<file path="src/rtl/pc_sel_ctrl.sv">
// pc_sel_ctrl
//   Sequencing controller for the PC / memory-address selector. Each cycle
//   it decides how the PC moves (ALU load, +4, -4, hold) and where the memory
//   address comes from (PC or ALU). It also qualifies the word on the memory
//   bus as an instruction or as load data. In steady state the PC is one word
//   (4 bytes) ahead of the instruction on the bus.
//
// Ports
//   clk          in   system clock, rising edge
//   rst          in   asynchronous, active-high reset
//   opcode       in   [6:0] opcode of the instruction on the memory bus
//   branch_taken in   branch comparator result for that instruction
//   stall_req    in   memory not ready; bus data invalid this cycle
//   pc_sel       out  [1:0] 00 ALU, 01 +4, 10 -4, 11 hold
//   mem_sel      out  0 = address from PC, 1 = address from ALU
//   instr_valid  out  bus word is an instruction to execute
//   load_valid   out  bus word is load data for writeback
//   trap         out  sticky illegal-opcode flag
//   retired_cnt  out  [REG_LEN-1:0] executed-instruction count (wraps)
module pc_sel_ctrl #(
  parameter int BOOT_CYCLES = 2,   // 1..15
  parameter int REG_LEN     = 32
) (
  input  logic               clk,
  input  logic               rst,
  input  logic [6:0]         opcode,
  input  logic               branch_taken,
  input  logic               stall_req,
  output logic [1:0]         pc_sel,
  output logic               mem_sel,
  output logic               instr_valid,
  output logic               load_valid,
  output logic               trap,
  output logic [REG_LEN-1:0] retired_cnt
);

  // State encoding
  localparam logic [2:0] S_BOOT  = 3'd0;
  localparam logic [2:0] S_RUN   = 3'd1;
  localparam logic [2:0] S_MEM   = 3'd2;
  localparam logic [2:0] S_FLUSH = 3'd3;
  localparam logic [2:0] S_STALL = 3'd4;
  localparam logic [2:0] S_TRAP  = 3'd5;

  // PC update selects
  localparam logic [1:0] PC_ALU  = 2'b00;
  localparam logic [1:0] PC_INC  = 2'b01;
  localparam logic [1:0] PC_DEC  = 2'b10;
  localparam logic [1:0] PC_HOLD = 2'b11;

  // RV32I major opcodes
  localparam logic [6:0] OP_JAL    = 7'b1101111;
  localparam logic [6:0] OP_JALR   = 7'b1100111;
  localparam logic [6:0] OP_BRANCH = 7'b1100011;
  localparam logic [6:0] OP_LOAD   = 7'b0000011;
  localparam logic [6:0] OP_STORE  = 7'b0100011;
  localparam logic [6:0] OP_OP     = 7'b0110011;
  localparam logic [6:0] OP_IMM    = 7'b0010011;
  localparam logic [6:0] OP_LUI    = 7'b0110111;
  localparam logic [6:0] OP_AUIPC  = 7'b0010111;
  localparam logic [6:0] OP_SYSTEM = 7'b1110011;

  localparam logic [3:0] BOOT_LAST = 4'(BOOT_CYCLES - 1);

  logic [2:0]         state, next_state;
  logic [3:0]         boot_cnt;
  logic               is_load, is_load_next;
  logic               trap_q, set_trap;
  logic [REG_LEN-1:0] cnt_q;
  logic               retire;

  // ---------------------------------------------------------------------------
  // Next-state and Mealy output decode
  // ---------------------------------------------------------------------------
  always_comb begin
    next_state   = state;
    pc_sel       = PC_HOLD;
    mem_sel      = 1'b0;
    instr_valid  = 1'b0;
    load_valid   = 1'b0;
    set_trap     = 1'b0;
    is_load_next = is_load;

    case (state)
      S_BOOT: begin
        // Last boot cycle starts the PC moving so it leads the first fetch.
        if (boot_cnt == BOOT_LAST) begin
          pc_sel     = PC_INC;
          next_state = S_RUN;
        end
      end

      S_RUN: begin
        if (stall_req) begin
          // PC already advanced past this word; step back so it is re-fetched.
          pc_sel     = PC_DEC;
          next_state = S_STALL;
        end else begin
          instr_valid = 1'b1;
          case (opcode)
            OP_JAL, OP_JALR: begin
              pc_sel     = PC_ALU;
              next_state = S_FLUSH;
            end
            OP_BRANCH: begin
              if (branch_taken) begin
                pc_sel     = PC_ALU;
                next_state = S_FLUSH;
              end else begin
                pc_sel = PC_INC;
              end
            end
            OP_LOAD, OP_STORE: begin
              // Hold the PC while the bus is borrowed for the data access.
              mem_sel      = 1'b1;
              pc_sel       = PC_HOLD;
              next_state   = S_MEM;
              is_load_next = (opcode == OP_LOAD);
            end
            OP_OP, OP_IMM, OP_LUI, OP_AUIPC, OP_SYSTEM: begin
              pc_sel = PC_INC;
            end
            default: begin
              instr_valid = 1'b0;
              pc_sel      = PC_HOLD;
              set_trap    = 1'b1;
              next_state  = S_TRAP;
            end
          endcase
        end
      end

      S_MEM: begin
        if (!stall_req) begin
          load_valid = is_load;
          pc_sel     = PC_INC;
          next_state = S_RUN;
        end
      end

      S_FLUSH: begin
        // Bus holds the stale sequential fetch; drop it and restore the lead.
        pc_sel     = PC_INC;
        next_state = S_RUN;
      end

      S_STALL: begin
        if (!stall_req) begin
          pc_sel     = PC_INC;
          next_state = S_RUN;
        end
      end

      S_TRAP: begin
        next_state = S_TRAP;
      end

      default: begin
        // Unreachable encodings are treated as a fault.
        set_trap   = 1'b1;
        next_state = S_TRAP;
      end
    endcase
  end

  assign retire = (state == S_RUN) && instr_valid;

  // ---------------------------------------------------------------------------
  // State registers
  // ---------------------------------------------------------------------------
  always_ff @(posedge clk or posedge rst) begin
    if (rst) begin
      state    <= S_BOOT;
      boot_cnt <= 4'd0;
      is_load  <= 1'b0;
      trap_q   <= 1'b0;
    end else begin
      state   <= next_state;
      is_load <= is_load_next;
      if (state == S_BOOT)
        boot_cnt <= boot_cnt + 4'd1;
      if (set_trap)
        trap_q <= 1'b1;
    end
  end

  // Retirement counter, wraps naturally at 2^REG_LEN.
  always_ff @(posedge clk or posedge rst) begin
    if (rst)
      cnt_q <= '0;
    else if (retire)
      cnt_q <= cnt_q + REG_LEN'(1);
  end

  assign trap        = trap_q;
  assign retired_cnt = cnt_q;

endmodule

</file>
<file path="config.mk">
export PLATFORM = sky130hd
export DESIGN_NAME = pc_sel_ctrl
export DESIGN_NICKNAME = d
export VERILOG_FILES = /design/src/rtl/pc_sel_ctrl.sv
export SDC_FILE = /design/constraint.sdc
export NUM_CORES = 1
export LEC_CHECK = 0
export CORE_MARGIN = 1.5
export CORE_UTILIZATION = 50
export CTS_BUF_LIST = sky130_fd_sc_hd__clkbuf_8 sky130_fd_sc_hd__clkbuf_16
export DETAILED_ROUTE_END_ITERATION = 8
export GPL_ROUTABILITY_DRIVEN = 0
export GPL_TIMING_DRIVEN = 0
export PLACE_DENSITY = 0.92
export REMOVE_ABC_BUFFERS = 1
export SLEW_MARGIN = 20
export SYNTH_ARGS = -nofsm -noshare
export SYNTH_HDL_FRONTEND = slang
export SYNTH_SLANG_ARGS = --single-unit
</file>
<file path="constraint.sdc">
create_clock -name clk -period 2.5 [get_ports clk]
set_input_delay 0.5 -clock clk [delete_from_list [all_inputs] [get_ports clk]]
set_output_delay 0.5 -clock clk [all_outputs]
set_load 0.02 [all_outputs]
</file>
==> flow_summary.toml, run 1 <==
[timing]
hold_viol = 0
setup_tns_ns = 0
whs_ns = 0.4776
rsz0062_at_grt = "yes"
worst_slack_ns = 0.08351
post-route-period-util = 0.9666
slew_headroom = 0.5112
slew_viol_final = 0
period_needed_ns = 2.416
tightest_slew_ns = 0.7292
fmax_ghz = 0.4138
fin_worst_skew_ns = 0.006672
setup_viol = 0

[critical_path]
cp.required_ns = 2.00
r2r_start = "retired_cnt[6]$_DFFE_PP0P_"
cpMaxStageDelayCell = "clkdlybuf4s15_1"
critPathMostFrequentCell = "buf_4"
end_kind = "output pin"
cp.arrival_ns = 1.92
worstPathCellList = "clkdlybuf4s15_1, nor2b_2, nor3_4, buf_4, o31ai_4, buf_8, inv_1, buf_4"
worstRegToRegCells = 5
max_stage_delay_ns = 0.31
critical_path_class = "primary input to output pin"
cp_max_fo = 4
reg2reg_slack_ns = 0.22
reg2reg_to = "retired_cnt[31]$_DFFE_PP0P_"
startpoint_type = "primary input"

[yosys]
yosysSeqAreaShare = 0.4852
synth.area.top_cells = "dfrtp_1 (49%), xor2_1 (11%), nand2_1 (3.9%), nor3_1 (3.3%), nor2_1 (3.0%)"
synth_area_um2 = 2115
async_reset_ff_frac = 1.000
synth_area_per_cell_um2 = 9.835
yosysTopAreaCell = "dfrtp_1"
synth_flop_cell = "dfrtp_1"
synth_edf_count = 0
synth_top_area_frac = 0.4852
ys_warn_count = 0
syn-instance-count = 215
synth-seq-cells = 41
synth_common_cells = "dfrtp_1 (41), xor2_1 (27), nand2_1 (22)"
ys_types = 39
yosys.cell_count.top_type = "dfrtp_1"

[cells_and_area]
final_area_um2 = 2907
antenna_cells = 0
drive_gt1_frac = 0.1491
utilization = 0.7214
area_growth_pct = 37.46
fill_cells = 301
num-nets-final = 289
instances_no_fill = 325

[global_routing]
grt_pass1_wl_um = 7879
grt_use_total = 0.2339
gr-total-overflow = 0
grt_pass1_vias = 1663
antenna_found_initial = 0
grt_max_degree = 28

[pwr]
p_leak_nw = 1.361
pwr_density_cell_nw_per_um2 = 405.5
finalPower_mw = 1.179
peakVddDrop_mv = 0.3453

[placement]
port_buffers = 48
dp.cells = 306
post_dp_cell_area_um2 = 2674
dp_slack_ns = -0.8629
dp_hpwl_um = 3358

[route]
drtPass1Iterations = 4
vias_per_cell = 5.560
wirelength_um = 5097
ant_nets = 0
drc = 0
vias = 1807
post_drt_wl_per_cell_um = 15.68
drtIter0Drc = 132

[clocking]
path_clk_slew_ns = 0.08
cts_buffers = 5
cts_max_level = 2
clock_latency_ns = 0.30
clock_path_buffers = 2
clock-sinks = 41
root_buffer = "clkbuf_8"
cts_tree = "done"

[status]
status = "completed"

[die]
die_w_um = 68.03
coreArea_um2 = 4029
start_util = 0.5248
num_rows = 23
die_area_um2 = 4628
io_pins = 49
dieHeight_um = 68.03

[worst_hold_path]
holdCritPathClass = "primary input to async pin"

[job]
drv_cap = 0
==> layer usage <==
metal,vias up,GRT usage,routed length (um)
met1,884,0.3074,2174
li1,869,-,-
met2,48,0.3738,2659
met5,-,0,0
met4,0,0.07500,67
met3,6,0.06579,195
==> state kept, by name (all words and copies together) (netlist names) <==
| name | count |
|---|---|
| boot_cnt | 4 |
| is_load | 1 |
| retired_cnt | 32 |
| state | 3 |
| trap | 1 |
==> power by group <==
part	switching (mW)	internal, mW	total [mW]	leakage, nW
clock network	0.217	0.215	0.431	0.0485
registers	0.00348	0.668	0.671	0.534
logic	0.0441	0.0319	0.0760	0.779
==> logic make-up after synthesis <==
| kind of cell | count (synthesis) | share of synthesized area |
|---|---|---|
| AO/OA/AOI/OAI | 17 | 0.05680 |
| buffers and inverters | 21 | 0.03905 |
| AND/OR/NAND/NOR | 97 | 0.2503 |
| flip-flops | 41 | 0.4852 |
| multiplexers | 2 | 0.01006 |
| adder cells (fa/ha/maj) | 3 | 0.01775 |
| XOR/XNOR | 34 | 0.1408 |
==> cell usage in the layout (no fill, tap or decap), types with 4 or more instances in the layout <==
cell / instances
nor3_1: 11
nor4_1: 7
a21oi_1: 4
nand4_1: 9
nor2_1: 17
xnor2_1: 7
inv_1: 12
nand2_1: 22
nand3_1: 5
dlygate4sd2_1: 7
buf_4: 13
xor2_1: 27
dfrtp_1: 40
clkbuf_8: 6
clkdlybuf4s50_1: 36
==> worst max-delay path by stage <==
| stage | from | to | slack [ns] |
|---|---|---|---|
| 2_1_floorplan | opcode[2] | instr_valid | -0.53 |
| 3_3_place_gp | opcode[2] | instr_valid | -2.05 |
| 3_5_place_dp | opcode[2] | instr_valid | -0.86 |
| 4_1_cts | boot_cnt[1]$_DFFE_PP0P_ | pc_sel[1] | 0.01 |
| 5_1_grt | retired_cnt[6]$_DFFE_PP0P_ | retired_cnt[31]$_DFFE_PP0P_ | -0.02 |
| 6_report | opcode[3] | instr_valid | 0.08 |
==> timing repair <==
item                                    in CTS  in global routing
pin swaps                                    8                  3
hold buffers                                 0                  0
buffers inserted                            12                  0
endpoints found under the setup margin       6                  6
resized for setup                           34                  5
==> area by class of cell <==
cell class	count	area (um2)	share of cell area
clock buffers	6	82.58	0.02841
clock inverters	1	3.754	0.001291
inverters	12	45.04	0.01550
multi-input cells	153	1095	0.3767
flip-flops and latches	41	1027	0.3534
well taps	50	62.56	0.02152
repair buffers	62	590.6	0.2032
==> worst max-delay path: cells and delay by family <==
family	cells	cell delay (ns)
AO/OA/AOI/OAI	1	0.30
buffers and inverters	5	0.78
AND/OR/NAND/NOR	2	0.32
Note: power is estimated with default switching activity, not from simulation.
==> run 2: changes to the inputs <==
--- a/config.mk
+++ b/config.mk
@@ -6,12 +6,12 @@
 export NUM_CORES = 1
 export LEC_CHECK = 0
 export CORE_MARGIN = 1.5
-export CORE_UTILIZATION = 50
+export CORE_UTILIZATION = 45
 export CTS_BUF_LIST = sky130_fd_sc_hd__clkbuf_8 sky130_fd_sc_hd__clkbuf_16
 export DETAILED_ROUTE_END_ITERATION = 8
 export GPL_ROUTABILITY_DRIVEN = 0
 export GPL_TIMING_DRIVEN = 0
-export PLACE_DENSITY = 0.92
+export PLACE_DENSITY = 0.85
 export REMOVE_ABC_BUFFERS = 1
 export SLEW_MARGIN = 20
 export SYNTH_ARGS = -nofsm -noshare
==> flow_summary.toml, run 2 (synthesized netlist as in run 1, its figures left out) <==
[die]
start_util = 0.4758
die_w_um = 71.55
num_rows = 24
io_pins = 49
dieHeight_um = 71.55
coreArea_um2 = 4444
die_area_um2 = 5119

[global_routing]
grt_use_total = 0.1937
antenna_found_initial = 0
grt_max_degree = 35
grt_pass1_wl_um = 7921
gr-total-overflow = 0
grt_pass1_vias = 1714

[critical_path]
r2r_start = "retired_cnt[6]$_DFFE_PP0P_"
crit_start = "opcode[3]"
crit_path_end = "instr_valid"
end_kind = "output pin"
worstRegToRegCells = 5
cp.required_ns = 2.00
startpoint_type = "primary input"
reg2reg_slack_ns = 0.26
cp_max_fo = 4
cp.arrival_ns = 1.92
critical_path_class = "primary input to output pin"
reg2reg_to = "retired_cnt[20]$_DFFE_PP0P_"

[cells_and_area]
area_growth_pct = 37.69
antenna_cells = 0
drive_gt1_frac = 0.1460
final_common_cell = "dfrtp_1"
fill_cells = 352
utilization = 0.6551
num-nets-final = 287
multi_input_area_um2 = 1089
seq_area_um2 = 1027
largest_register_ffs = 32
final_cell_mix = "dfrtp_1 (40), clkdlybuf4s50_1 (36), xor2_1 (27)"
final_area_um2 = 2912

[route]
drc = 6
wirelength_um = 4859
vias_per_cell = 5.537
drtIter0Drc = 124
drtPass1Iterations = 6
ant_nets = 0
vias = 1805
post_drt_wl_per_cell_um = 14.90

[timing]
tightest_slew_ns = 0.8041
slew_viol_final = 0
hold_viol = 0
post-route-period-util = 0.9673
rsz0062_at_grt = "no"
period_needed_ns = 2.418
worst_slack_ns = 0.08169
fmax_ghz = 0.4135
fin_worst_skew_ns = 0.01018
setup_viol = 0
slew_headroom = 0.4610

[pwr]
pwr_density_cell_nw_per_um2 = 444.2
p_leak_nw = 1.366
peakVddDrop_mv = 0.2805

[clocking]
clock-sinks = 41
path_clk_slew_ns = 0.07
cts_max_level = 2
cts_tree = "done"
cts_buffers = 5
clock_path_buffers = 2
clock_latency_ns = 0.29
root_buffer = "clkbuf_8"

[status]
violations = "design-rule violations"
status = "complete, but fails checks"

[placement]
post_dp_cell_area_um2 = 2673
dp_hpwl_um = 3120
port_buffers = 48
dp_slack_ns = -0.8816

[job]
drv_cap = 0

[worst_hold_path]
holdCritPathClass = "primary input to async pin"
==> run 2: worst min path at each step <==
stage                                      startpoint                           to  slack [ns]
final                                             rst   retired_cnt[1]$_DFFE_PP0P_        0.43
after global routing                              rst   retired_cnt[1]$_DFFE_PP0P_        0.45
after CTS                                         rst   retired_cnt[1]$_DFFE_PP0P_        0.42
after detailed placement  retired_cnt[31]$_DFFE_PP0P_  retired_cnt[31]$_DFFE_PP0P_        0.47
after global placement    retired_cnt[31]$_DFFE_PP0P_  retired_cnt[31]$_DFFE_PP0P_        0.46
after floorplan               boot_cnt[3]$_DFFE_PP0P_      boot_cnt[3]$_DFFE_PP0P_        0.44
==> run 2: repair_timing <==
| action | in CTS | in global routing |
|---|---|---|
| hold buffers | 0 | 0 |
| pin swaps | 7 | 4 |
| setup endpoints to repair | 7 | 6 |
| buffers inserted | 8 | 2 |
| gates resized for setup | 35 | 6 |
==> run 2: cell type report <==
cell class              instances  share of cell area
repair buffers                 60              0.1955
flip-flops and latches         41              0.3528
multi-input cells             153              0.3739
inverters                      12             0.01547
clock inverters                 2             0.01160
well taps                      52             0.02235
clock buffers                   6             0.02836
==> run 2: worst max-delay path: stages <==
cell	delay (ns)
clkdlybuf4s15_1	0.32
nor2b_2	0.25
nor3_4	0.07
buf_4	0.15
o31ai_4	0.28
buf_6	0.15
inv_1	0.04
buf_4	0.14
==> run 2: layer usage <==
layer,GRT usage,vias up,part of all wire
met3,0.05485,14,0.048
li1,-,864,-
met2,0.3167,48,0.50
met5,0,-,0
met4,0.06499,0,0.024
met1,0.2495,879,0.42
==> run 2: stage by stage <==
| step | hold slack, ns | total power [mW] | setup TNS (ns) | instances |
|---|---|---|---|---|
| global route | 0.4460 | 1.338 | 0 | 326 |
| global placement | 0.4568 | 0.7473 | -37.39 | 306 |
| CTS | 0.4225 | 1.302 | 0 | 324 |
| floorplan | 0.4385 | 0.7132 | -3.315 | 206 |
| detailed placement | 0.4664 | 0.7542 | -8.413 | 308 |
| finish | 0.4274 | 1.293 | 0 | 326 |
==> run 2: power by group <==
group	leakage (nW)	internal, mW	switching (mW)
clock network	0.0626	0.322	0.222
logic	0.769	0.0317	0.0463
registers	0.534	0.667	0.00402
total	1.37	1.02	0.273
